==> src/rtl/store_align_pkg.sv <==
// Shared encodings and helpers for the store alignment path.
// Sizes follow the ISA store-width field; lanes are big-endian.
package store_align_pkg;

    typedef enum logic [1:0] {
        SZ_BYTE = 2'b00,
        SZ_HALF = 2'b01,
        SZ_WORD = 2'b10,
        SZ_RSVD = 2'b11
    } size_e;

    typedef enum logic [1:0] {
        ST_IDLE  = 2'b00,
        ST_BEAT0 = 2'b01,
        ST_BEAT1 = 2'b10
    } state_e;

    // Byte-enable mask for an access starting at lane 0; reserved size enables nothing.
    function automatic logic [3:0] size_mask(input logic [1:0] size);
        logic [3:0] m;
        case (size)
            SZ_BYTE: m = 4'b1000;
            SZ_HALF: m = 4'b1100;
            SZ_WORD: m = 4'b1111;
            default: m = 4'b0000;
        endcase
        return m;
    endfunction

    // Left shift (in bits) that moves right-justified register data to the top of the word.
    function automatic logic [4:0] size_shift(input logic [1:0] size);
        logic [4:0] s;
        case (size)
            SZ_BYTE: s = 5'd24;
            SZ_HALF: s = 5'd16;
            default: s = 5'd0;
        endcase
        return s;
    endfunction

endpackage

==> src/rtl/store_lane_shift.sv <==
// Combinational lane math: positions store data into a two-word window and
// derives both beats' address, data and byte enables plus the split flag.
module store_lane_shift
    import store_align_pkg::*;
#(
    parameter int ADDR_W = 32
) (
    input  logic [ADDR_W-1:0] addr,
    input  logic [31:0]       data,
    input  logic [1:0]        size,
    output logic [ADDR_W-1:0] b0_addr,
    output logic [31:0]       b0_wdata,
    output logic [3:0]        b0_be,
    output logic [ADDR_W-1:0] b1_addr,
    output logic [31:0]       b1_wdata,
    output logic [3:0]        b1_be,
    output logic              split
);

    logic [1:0]  ofs;
    logic [31:0] left;
    logic [63:0] win;
    logic [7:0]  bewin;

    always_comb begin
        ofs   = addr[1:0];
        left  = data << size_shift(size);
        win   = {left, 32'h0} >> {ofs, 3'b000};
        bewin = {size_mask(size), 4'b0000} >> ofs;
    end

    // Second beat wraps modulo the address space.
    assign b0_addr  = {addr[ADDR_W-1:2], 2'b00};
    assign b1_addr  = b0_addr + ADDR_W'(4);
    assign b0_wdata = win[63:32];
    assign b1_wdata = win[31:0];
    assign b0_be    = bewin[7:4];
    assign b1_be    = bewin[3:0];
    assign split    = (bewin[3:0] != 4'b0000);

endmodule

==> src/rtl/store_align.sv <==
// Store aligner between EX/MEM and the data-memory write port: one beat per
// aligned store, two beats for word-crossing stores (or rejection when disabled).
module store_align
    import store_align_pkg::*;
#(
    parameter bit ALLOW_SPLIT = 1'b1,
    parameter int ADDR_W      = 32
) (
    input  logic              clk,
    input  logic              reset,
    input  logic              req_valid,
    output logic              req_ready,
    input  logic [ADDR_W-1:0] req_addr,
    input  logic [31:0]       req_data,
    input  logic [1:0]        req_size,
    output logic              mem_valid,
    input  logic              mem_ready,
    output logic [ADDR_W-1:0] mem_addr,
    output logic [31:0]       mem_wdata,
    output logic [3:0]        mem_be,
    output logic              busy,
    output logic              err_misaligned
);

    state_e            state, state_nxt;
    logic [ADDR_W-1:0] b0_addr, b1_addr, pend_addr;
    logic [31:0]       b0_wdata, b1_wdata, pend_wdata;
    logic [3:0]        b0_be, b1_be, pend_be;
    logic              split, split_q;
    logic              final_beat, accept, legal, load_new, load_pend;

    store_lane_shift #(.ADDR_W(ADDR_W)) u_lane (
        .addr     (req_addr),
        .data     (req_data),
        .size     (req_size),
        .b0_addr  (b0_addr),
        .b0_wdata (b0_wdata),
        .b0_be    (b0_be),
        .b1_addr  (b1_addr),
        .b1_wdata (b1_wdata),
        .b1_be    (b1_be),
        .split    (split)
    );

    // Accepting alongside the final handshake lets aligned stores stream one per cycle.
    always_comb begin
        final_beat = (state == ST_BEAT1) || ((state == ST_BEAT0) && !split_q);
        req_ready  = (state == ST_IDLE) || (final_beat && mem_ready);
        accept     = req_valid && req_ready;
        legal      = (req_size != SZ_RSVD) && (ALLOW_SPLIT || !split);
        load_new   = accept && legal;
        load_pend  = 1'b0;
        state_nxt  = state;
        case (state)
            ST_BEAT0: begin
                if (mem_ready) begin
                    if (split_q) begin
                        state_nxt = ST_BEAT1;
                        load_pend = 1'b1;
                    end else begin
                        state_nxt = ST_IDLE;
                    end
                end
            end
            ST_BEAT1: begin
                if (mem_ready) state_nxt = ST_IDLE;
            end
            default: state_nxt = ST_IDLE;
        endcase
        if (load_new) state_nxt = ST_BEAT0;
    end

    assign mem_valid = (state != ST_IDLE);
    assign busy      = (state != ST_IDLE);

    always_ff @(posedge clk) begin
        if (reset) begin
            state          <= ST_IDLE;
            split_q        <= 1'b0;
            err_misaligned <= 1'b0;
        end else begin
            state          <= state_nxt;
            err_misaligned <= accept && !legal;
            if (load_new) split_q <= split;
        end
    end

    // Beat registers only change on a new accept or when advancing to beat 1,
    // which keeps the write port stable while stalled.
    always_ff @(posedge clk) begin
        if (reset) begin
            mem_addr  <= '0;
            mem_wdata <= '0;
            mem_be    <= '0;
        end else if (load_new) begin
            mem_addr   <= b0_addr;
            mem_wdata  <= b0_wdata;
            mem_be     <= b0_be;
            pend_addr  <= b1_addr;
            pend_wdata <= b1_wdata;
            pend_be    <= b1_be;
        end else if (load_pend) begin
            mem_addr  <= pend_addr;
            mem_wdata <= pend_wdata;
            mem_be    <= pend_be;
        end
    end

endmodule

==> config.mk <==
export PLATFORM = sky130hd
export DESIGN_NAME = store_align
export DESIGN_NICKNAME = d
export VERILOG_FILES = /design/src/rtl/store_align_pkg.sv /design/src/rtl/store_lane_shift.sv /design/src/rtl/store_align.sv
export SDC_FILE = /design/constraint.sdc
export NUM_CORES = 1
export LEC_CHECK = 0
export BUFFER_PORTS_ARGS = -buffer_cell sky130_fd_sc_hd__buf_2
export CORE_MARGIN = 10
export CORE_UTILIZATION = 30
export CTS_CLUSTER_DIAMETER = 150
export DETAILED_ROUTE_END_ITERATION = 12
export HOLD_SLACK_MARGIN = 0.08
export PLACE_DENSITY = 0.46
export SETUP_SLACK_MARGIN = 0.1
export SLEW_MARGIN = 15
export SYNTH_ARGS = -nofsm -noshare
export SYNTH_HDL_FRONTEND = slang
export SYNTH_SLANG_ARGS = --single-unit
export TNS_END_PERCENT = 20
==> constraint.sdc <==
create_clock -name clk -period 6.58 [get_ports clk]
set_input_delay 0.329 -clock clk [delete_from_list [all_inputs] [get_ports clk]]
set_output_delay 0.329 -clock clk [all_outputs]
set_load 0.005 [all_outputs]
# After elaboration in Yosys (flattened, before gate mapping)
# Cells that the tools add are included.
[classes] n_reduce_logical=18 n_lt_le_gt_ge=0 eq_ne=9 n_mux=16 n_shift=3 div_mod_pow=0 bitwise=1 n_mul=0 add_sub_neg=1
[op_table] op="32-bit 2-to-1 mux" count=4
[op_table] op="64-bit by 5-bit >> shifter with 64-bit output" count=1
[op_table] op="32-bit by 3-bit adder with 32-bit output (second input constant)" count=1
[op_table] op="32-bit by 5-bit left shift with 32-bit output" count=1
[op_table] op="4-bit case mux with 3 select lines" count=1
[op_table] op="5-bit case mux with 2 select lines" count=1
[op_table] op="4-bit 2-to-1 mux" count=2
[op_table] op="8-bit by 2-bit >> shifter with 8-bit output" count=1
[op_table] op="2-bit 2-to-1 mux" count=3
[op_table] op="2-bit inequality test (second input constant)" count=3
[op_table] op="3-bit inequality test (second input constant)" count=2
[op_table] op="2-bit AND reduction" count=3
[op_table] op="1-bit logical AND" count=5
[op_table] op="2-bit by 1-bit == test with 1-bit output (second input constant)" count=2
[op_table] op="2-bit == test (second input constant)" count=2
[op_table] op="2-bit logical NOT" count=2
[op_table] op="1-bit 2-to-1 mux" count=4
[op_table] op="2-bit case mux with 2 select lines" count=1
[op_table] op="2-bit nonzero test" count=2
[op_table] op="4-bit nonzero test" count=1
[op_table] op="1-bit logical NOT" count=2
[op_table] op="1-bit logical OR" count=2
[op_table] op="2-bit OR reduction" count=1
[op_table] op="1-bit inverter" count=1
[word_totals] memories=0 latchBits=0 ff_bits=140 rom_bits=0 ram_bits=0 output_inout_bits=72 word_cells=59

# Depth between registers and ports, before layout
# Gate-level depths: netlist of run 1.
[depth] ltp_word=9 depth_mapped=9 depth_no_buf=7

# Hierarchy
# Synthesis of run 1 repeated with hierarchy kept, for this count alone.
[unflattened] hier_cells=733 hier_area_um2=8121.5
[by_module_without_submodules] mod="store_align" instances=1 seq_area_each_um2=3483.3 cells_each=401 area_per_inst_um2=5823.1
[by_module_without_submodules] mod="store_lane_shift" instances=1 seq_area_each_um2=0.0 cells_each=332 area_per_inst_um2=2298.5

# Least setup slack after synthesis of run 1
# Ideal clock, no wire load.
[synth_path] kind="input -> register" startpoint="input port req_size[0]" endpoint="register pend_addr[10] (enable)" path_buffers=1 t_arrival_ns=3.591 required_ns=6.099 setup_slack_ns=2.509 stages=5 path_cell_list="ha_1 -> nor2b_1 -> nand2_1 -> buf_2 -> nor2_1"
[synth_via] elab_chain_len=3
[synth_rtl] item="from (decl)" line="store_align.sv:15" rtl="input logic [1:0] req_size,"
[synth_rtl] item="2-bit inequality test" line="store_align.sv:50" rtl="legal = (req_size != SZ_RSVD) && (ALLOW_SPLIT || !split);"
[synth_rtl] item="1-bit logical AND" line="store_align.sv:51" rtl="load_new = accept && legal;"
[synth_rtl] item="2-bit AND reduction (no line)"
[synth_rtl] item="to (signal assigned)" line="store_align.sv:99" rtl="pend_addr <= b1_addr;"
[synth_rtl] item="to (decl)" line="store_align.sv:26" rtl="logic [ADDR_W-1:0] b0_addr, b1_addr, pend_addr;"
# No other way between the ends.
# A chain may end at the register's enable or synchronous reset.

# Worst setup path in the final report of run 1
[layout_path] startpoint="register state[1]" endpoint="register pend_addr[13] (enable)"
[layout_via] elab_chain_len=8
[layout_rtl] item="from (decl)" line="store_align.sv:25" rtl="state_e state, state_nxt;"
[layout_rtl] item="from (signal assigned)" line="store_align.sv:82" rtl="state <= state_nxt;"
[layout_rtl] item="2-bit by 1-bit == test with 1-bit output" line="store_align.sv:47" rtl="final_beat = (state == ST_BEAT1) || ((state == ST_BEAT0) && !split_q);"
[layout_rtl] item="1-bit logical AND" line="store_align.sv:47"
[layout_rtl] item="1-bit logical OR" line="store_align.sv:47"
[layout_rtl] item="1-bit logical AND" line="store_align.sv:48" rtl="req_ready = (state == ST_IDLE) || (final_beat && mem_ready);"
[layout_rtl] item="1-bit logical OR (*)" line="store_align.sv:48"
[layout_rtl] item="1-bit logical AND (*)" line="store_align.sv:49" rtl="accept = req_valid && req_ready;"
[layout_rtl] item="1-bit logical AND (*)" line="store_align.sv:51"
[layout_rtl] item="2-bit AND reduction (no line) (*)"
# Mark *: on every way between the ends. The rest lies on a longest branch, timed or not.

==> results of run 1 <==
-- cell usage after synthesis (12+ instances only) --
master	count	share of area
a21oi_1	22	0.018
nand2_1	27	0.016
and2_1	18	0.018
mux2i_1	54	0.087
xnor2_1	20	0.028
buf_2	12	0.0096
nor3_1	20	0.016
a22o_1	14	0.020
o21ai_0	12	0.0096
dfxtp_1	70	0.22
clkbuf_1	29	0.017
nor2_1	83	0.050
a22oi_1	14	0.017
edfxtp_1	57	0.27
a211oi_1	45	0.054
nand3_1	13	0.010
-- cell type report --
cell class | instances | area (um2) | share of cell area
Multi-Input combinational cell | 430 | 2922 | 0.3760
Clock buffer | 17 | 425.4 | 0.05475
Clock inverter | 14 | 214.0 | 0.02754
Inverter | 6 | 22.52 | 0.002899
Antenna cell | 1 | 2.502 | 0.0003221
Timing Repair Buffer | 144 | 733.2 | 0.09436
Sequential cell | 127 | 3113 | 0.4006
Tap cell | 270 | 337.8 | 0.04348
-- logic make-up after synthesis --
| group | count (synthesis) | share of synthesized area |
|---|---|---|
| adder cells (fa/ha/maj) | 5 | 0.01002 |
| multiplexers | 62 | 0.1010 |
| other | 1 | 0.0006009 |
| flip-flops | 127 | 0.4988 |
| XOR/XNOR | 28 | 0.03930 |
| AND/OR/NAND/NOR | 196 | 0.1552 |
| AO/OA/AOI/OAI | 137 | 0.1584 |
| buffers and inverters | 53 | 0.03669 |
-- where the power goes --
group / total, mW / leakage [nW] / switching [mW] / internal, mW
Combinational: 0.291 / 1.93 / 0.175 / 0.116
Clock: 1.04 / 0.309 / 0.368 / 0.671
Sequential: 0.904 / 1.12 / 0.0255 / 0.879
-- worst register-to-register path, delay by kind of cell (launching register included) --
| kind | cells | cell delay [ns] |
|---|---|---|
| compound gates | 1 | 0.31 |
| buf+inv | 1 | 0.63 |
| flops | 1 | 0.33 |
| simple gates | 3 | 0.85 |
-- placed cells by master, fill, tap and decap left out, types with 3 or more instances in the layout --
| cell | n |
|---|---|
| and4_1 | 3 |
| buf_2 | 139 |
| nand2_1 | 26 |
| a22o_1 | 14 |
| and2_1 | 18 |
| xor2_1 | 8 |
| nor2_1 | 82 |
| inv_1 | 6 |
| and3_1 | 8 |
| ha_1 | 4 |
| a22oi_1 | 14 |
| nand4_1 | 4 |
| o221ai_1 | 6 |
| nor3_1 | 20 |
| xnor2_1 | 20 |
| nand2b_1 | 4 |
| clkinv_4 | 3 |
| a21oi_1 | 22 |
| edfxtp_1 | 57 |
| nand3_1 | 13 |
| dfxtp_1 | 70 |
| a221oi_1 | 8 |
| bufinv_16 | 5 |
| mux2_2 | 8 |
| nor2b_1 | 3 |
| buf_4 | 5 |
| a31oi_1 | 3 |
| clkbuf_16 | 17 |
| o21ai_0 | 12 |
| a211oi_1 | 45 |
| mux2i_1 | 54 |
-- layer usage --
| metal | GRT usage | part of all wire | vias up |
|---|---|---|---|
| li1 | - | - | 2500 |
| met1 | 0.1836 | 0.45 | 2566 |
| met2 | 0.2298 | 0.47 | 155 |
| met3 | 0.04105 | 0.063 | 21 |
| met4 | 0.05443 | 0.017 | 0 |
| met5 | 0 | 0 | - |
-- sequential cells by signal, indices dropped and copies added (netlist names) --
| signal | flops |
|---|---|
| pend_wdata | 24 |
| mem_addr | 30 |
| split_q | 1 |
| pend_be | 3 |
| pend_addr | 30 |
| mem_wdata | 32 |
| state | 2 |
| err_misaligned | 1 |
| mem_be | 4 |
-- path summary, 6_finish.rpt --
kind	startpoint	slack, ns	to
worst max-delay path	state[1]	4.08	pend_addr[13]
worst min register to register	mem_wdata[5]	0.45	mem_wdata[5]
worst max register to register	state[1]	4.08	pend_addr[13]
worst min-delay path	req_addr[2]	0.21	pend_addr[2]
-- stage by stage --
step / worst slack (ns) / instance area [um2] / cells / total power [mW] / util
after global routing: 3.858 / 7767 / 1008 / 2.320 / 0.3814
final: 4.084 / 7770 / 1009 / 2.234 / 0.3815
after floorplan: 2.509 / 6245 / 610 / 1.084 / -
after CTS: 4.044 / 7765 / 1008 / 2.254 / 0.3813
after global placement: 3.688 / 7119 / 977 / 1.210 / 0.3496
after detailed placement: 3.616 / 7126 / 977 / 1.214 / 0.3499
==> metrics, run 1 <==
Post-Route WL 19910 um; WL/cell roughly 20 um; Max transition margin 0.2994; Mapped Cells 609; die area 26970 um2; vias post-DR between 5000 and 6000; I/O Pins 142; endpoints failing hold 0; TritonCTS buffer count 17; Max Cap Viol 0; delay of the slowest critical-path stage 0.63 ns; Peak Freq ~400 MHz; crit path buf inv count 1; worst-path fanout max 42; Post-CTS Setup Inserts 0; Synth warnings 0; Synth Register Bits 127; Starting DRT DRC Count ~290; largest net degree at the start of global routing about 90; CP endpoint kind flop; Clock Root Buffer clkbuf_16; nets 801; worst-case reg-to-reg path depth 5; Netlist Area Pre-Place 6241 um2; worst hold-check path type primary input to flop; unrepaired setup endpoints after global routing false; TritonRoute pass-1 iters 4; worst-case clock buffer depth 2; site row count 52; Area Growth Syn to Fin 24.50%; critical path class flop to flop; core area 20360 um2; Total GRT Usage 0.1451; Max rail drop VDD about 150 uV; Min Hold Slack 0.2106 ns; first-pass GRT wire length 30390 um; delay-heaviest family, CP simple AND/OR/NAND/NOR gates; DRC 0; slowest cell on the critical path buf_4; pins over their slew limit 0; Syn Area/Cell 10.25 um2; number of fill cells ~2100; WP data arrival 2.54 ns; number of synthesized flops with an enable pin between 50 and 60; Routed Antenna Nets 0; Primary FF master, synth dfxtp_1; post_cts resized 0; clock latency on the worst-skew pair 0.42 ns; gpl congestion 0.7983; worst path cell trace nand2b_1, o22ai_4, nand2_2, nor2_4, buf_4; Die Wd 164.2 um; CTS Hold Bufs 0; Worst-path clk slew 0.06 ns; Leakage 3.355 nW; sequential cell area fraction in the yosys report 0.4988; detailed placement HPWL 13540 um; number of antenna violations at the first check in global routing 1; CTS tree yes; share of cells above drive strength 1 0.2588; Starting Density 0.3065; I/O Buffers 139; critical path required time 6.62 ns; post-synthesis async set-or-reset flop share 0; Vias/cell 5.195; outcome finished, final reports clean; vias in the first global route 5359; Worst setup SP type flop; Synth cell types 47; H-tree level count 4; actual slew at the worst max-slew pin 1.051 ns; Levels on crit path 5; final setup fails 0; DIE HEIGHT between 150 and 200 um; fin crit period 2.496 ns; clk_skew about 0.0096 ns; Overflow after GRT 0; hold depth 2; clk sinks 127; Tcrit/Tclk final 0.3794; Cell Pwr Density 287.5 nW/um2; Setup TNS Final 0 ns
No activity file was read; power rests on OpenSTA's default activity.
==> run 2, diff against run 1 <==
ABC_AREA = 1   (was not set)
PLACE_DENSITY = 0.48   (was 0.46)
clock period = 2.29 ns   (was 6.58 ns; I/O delays follow)
==> run 2 against run 1 <==
  * Core utilization grew 0.52 points
  * Power grew to 2.8 times the previous value
  * Cell area grew 9.3%
  * Critical path depth grew 3
  * First-iteration DRC count grew 41%
  * Largest power group unchanged
==> metrics, run 2 <==
Levels on crit path 8 (+3); most common cell after layout, fill and taps aside nand2_1; pins over their slew limit 0 (unchanged); post-synthesis async set-or-reset flop share 0 (unchanged); Max rail drop VDD 448.1 uV (+200%); vias post-DR 6469 (+23%); Netlist Area Pre-Place 6723 um2 (+7.7%); critical path class flop to flop; final setup fails 0 (unchanged); clk_skew 0.01238 ns (+0.002780 ns); WL/cell 17.51 um (-11%); commonest non-fill, non-tap cells in the layout nand2_1 (252), buf_2 (139), nand3_1 (120); biggest regs mem_wdata (32), mem_addr (30), pend_addr (30); R2R Setup Slk 0.42 ns (-3.66 ns); Synth top area share 0.2546 (-0.01965); delay of the slowest critical-path stage 0.33 ns (-0.30 ns); Primary FF master, synth dfxtp_1; WP data arrival 1.95 ns (-0.59 ns); first-pass GRT wire length 36280 um (+19%); slowest cell on the critical path dfxtp_1; clock latency on the worst-skew pair 0.42 ns (about the same); number of fill cells 2319 (+12%); vias in the first global route 6653 (+24%); DIE HEIGHT 169.7 um (+3.3%); Area Growth Syn to Fin 26.34%; actual slew at the worst max-slew pin 0.7671 ns (-0.2837 ns); Synth Register Bits 127 (unchanged); max FFs per register 32 (unchanged); worst-case reg-to-reg path depth 8 (+3); core area 21960 um2 (+7.8%); DRC 0 (unchanged); switching part of the total 0.2800 (+0.02538); hold depth 2 (unchanged); Power Internal 4.462 mW (+170%); endpoints failing hold 0 (unchanged); largest register by flop count mem_wdata; Comb pwr share 0.153 (+0.023); number of synthesized flops with an enable pin 57 (unchanged); Peak Freq 535.4 MHz (+34%); sequential cell area fraction in the yosys report 0.4631 (-0.03574); hold_sp req_addr[4]; die area 28800 um2 (+6.8%); fin crit period 1.868 ns (-0.6286 ns); number of antenna violations at the first check in global routing 1 (unchanged); delay-heaviest family, CP buffers and inverters; I/O Pins 142 (unchanged); Leakage 3.729 nW (+11%); Worst Hold End pend_addr[4]; share of cells above drive strength 1 0.1962 (-0.06265); top-count cell post-synth nand2_1; Starting Density 0.3062 (-0.0003097); post-synth top area cell edfxtp_1; Max Cap Viol 0 (unchanged); Final Util 0.3868 (+0.005238); Post-CTS Setup Inserts 0 (unchanged); Psw 1.736 mW (+210%); gpl congestion 0.8417 (+5.4%); Mapped Cells 879 (+44%); worst-case clock buffer depth 2 (unchanged); outcome finished, final reports clean; TritonRoute pass-1 iters 5 (+1); detailed placement HPWL 16440 um (+21%); reg2reg end pend_wdata[10]; Starting DRT DRC Count 416 (+41%); Area after DPL 7675 um2 (+7.7%); Worst-path clk slew 0.06 ns (about the same); nets 1103 (+38%); Syn Area/Cell 7.648 um2 (-25%); Synth cell types 32 (-32%); fin area 8493 um2 (+9.3%); Seq pwr share 0.418 (+0.013); Total GRT Usage 0.1597 (+0.01462); largest net degree at the start of global routing 59 (-36%); worst hold-check path type primary input to flop; Tcrit/Tclk final 0.8157 (+0.4363); TritonCTS buffer count 17 (unchanged); CP endpoint kind flop; H-tree level count 4 (unchanged); Clock Root Buffer clkbuf_16; Overflow after GRT 0 (unchanged); clk sinks 127 (unchanged); Setup TNS Final 0 ns (unchanged); ANT cells 0 (-1); Die Wd 169.7 um (+3.3%); worst path cell trace inv_2, nand2_1, nand2_2, nand4_4, inv_2, nand2_1, clkinvlp_4, buf_12; crit path buf inv count 4 (+3); Synth warnings 0 (unchanged); site row count 54 (+3.8%); Post-Route WL 23110 um (+16%); Max transition margin 0.4878 (+0.1884); ranking of synthesized cells by area edfxtp_1 (25%), dfxtp_1 (21%), nand2_1 (14%), nand3_1 (8.9%), a21oi_1 (4.3%); CTS tree yes; Routed Antenna Nets 0 (unchanged); Cell Pwr Density 729.7 nW/um2 (+150%); Commonest cells post-synth nand2_1 (252), nand3_1 (120), dfxtp_1 (70); unrepaired setup endpoints after global routing false; FF-to-FF Start state[1]; Clk pwr share 0.428 (-0.037); worst-path fanout max 58 (+38%); Worst setup SP type flop; Vias/cell 4.901 (-5.7%); I/O Buffers 139 (unchanged); critical path required time 2.37 ns (-4.25 ns)
## run 2: cell count changes in the layout (fill, tap and decap cells not counted), sizes merged, moves of 18 or more
cell,previous run,this run
dlygate4sd3,0,25
nand2,27,254
a21oi,22,58
inv,8,66
nor2,83,43
a211oi,45,0
o21ai,13,61
a21boi,0,19
and2,18,0
mux2i,54,0
nand3,13,120
## run 2: power groups by stage
stage	Sequential (mW)	Combinational (mW)	Clock (mW)
floorplan	2.63	0.531	0
global placement	2.64	0.924	0
detailed placement	2.64	0.924	0
CTS	2.59	0.962	2.71
global route	2.61	1.07	2.80
finish	2.59	0.950	2.65
## run 2: logic make-up (layout without fill, tap and decap cells)
group / Yosys count / after routing / synth area share
XOR/XNOR: 28 / 28 / 0.03648
AND/OR/NAND/NOR: 449 / 449 / 0.2896
other: 1 / 2 / 0.0005578
flip-flops: 127 / 127 / 0.4631
buffers and inverters: 119 / 279 / 0.07724
AO/OA/AOI/OAI: 150 / 150 / 0.1238
adder cells (fa/ha/maj): 5 / 5 / 0.009306
## run 2: worst max-delay path by stage
| stage | start | end |
|---|---|---|
| global route | state[1] | mem_addr[14] |
| CTS | state[1] | pend_addr[30] |
| finish | state[1] | pend_wdata[10] |
| detailed placement | req_size[0] | mem_wdata[9] |
| global placement | req_size[0] | mem_wdata[9] |
| floorplan | state[1] | pend_addr[10] |
## run 2: per-layer routing
layer / track usage / part of all wire / vias to the layer above
li1: - / - / 3210
met1: 0.1933 / 0.45 / 3054
met2: 0.2739 / 0.48 / 172
met3: 0.03303 / 0.048 / 33
met4: 0.05761 / 0.021 / 0
met5: 0 / 0 / -
## run 2: layout make-up
class                      instances  area (um2)  share of cell area
multi-input combinational        634        3100              0.3651
clock buffer                      17       425.4             0.05009
inverter                          65       247.7             0.02917
tap                              280       350.3             0.04125
clock inverter                    14       142.6             0.01679
sequential                       127        3113              0.3665
timing repair buffer             183        1114              0.1311
## run 2: through the flow
| step | hold slack (ns) | instances | power, mW | setup WS (ns) |
|---|---|---|---|---|
| after global routing | 0.09075 | 1320 | 6.475 | 0.2111 |
| after global placement | 0.3558 | 1264 | 3.564 | 0.2494 |
| after detailed placement | 0.3484 | 1264 | 3.564 | 0.2472 |
| after CTS | 0.08366 | 1320 | 6.267 | 0.3978 |
| final | 0.09664 | 1320 | 6.198 | 0.4222 |
| after floorplan | 0.2167 | 880 | 3.163 | 0.1318 |
## run 2: repair_timing
| item | 4_1_cts | 5_1_grt |
|---|---|---|
| hold buffers | 25 | 0 |
| resized for setup | 0 | 0 |
| hold endpoints to repair | 41 | 0 |
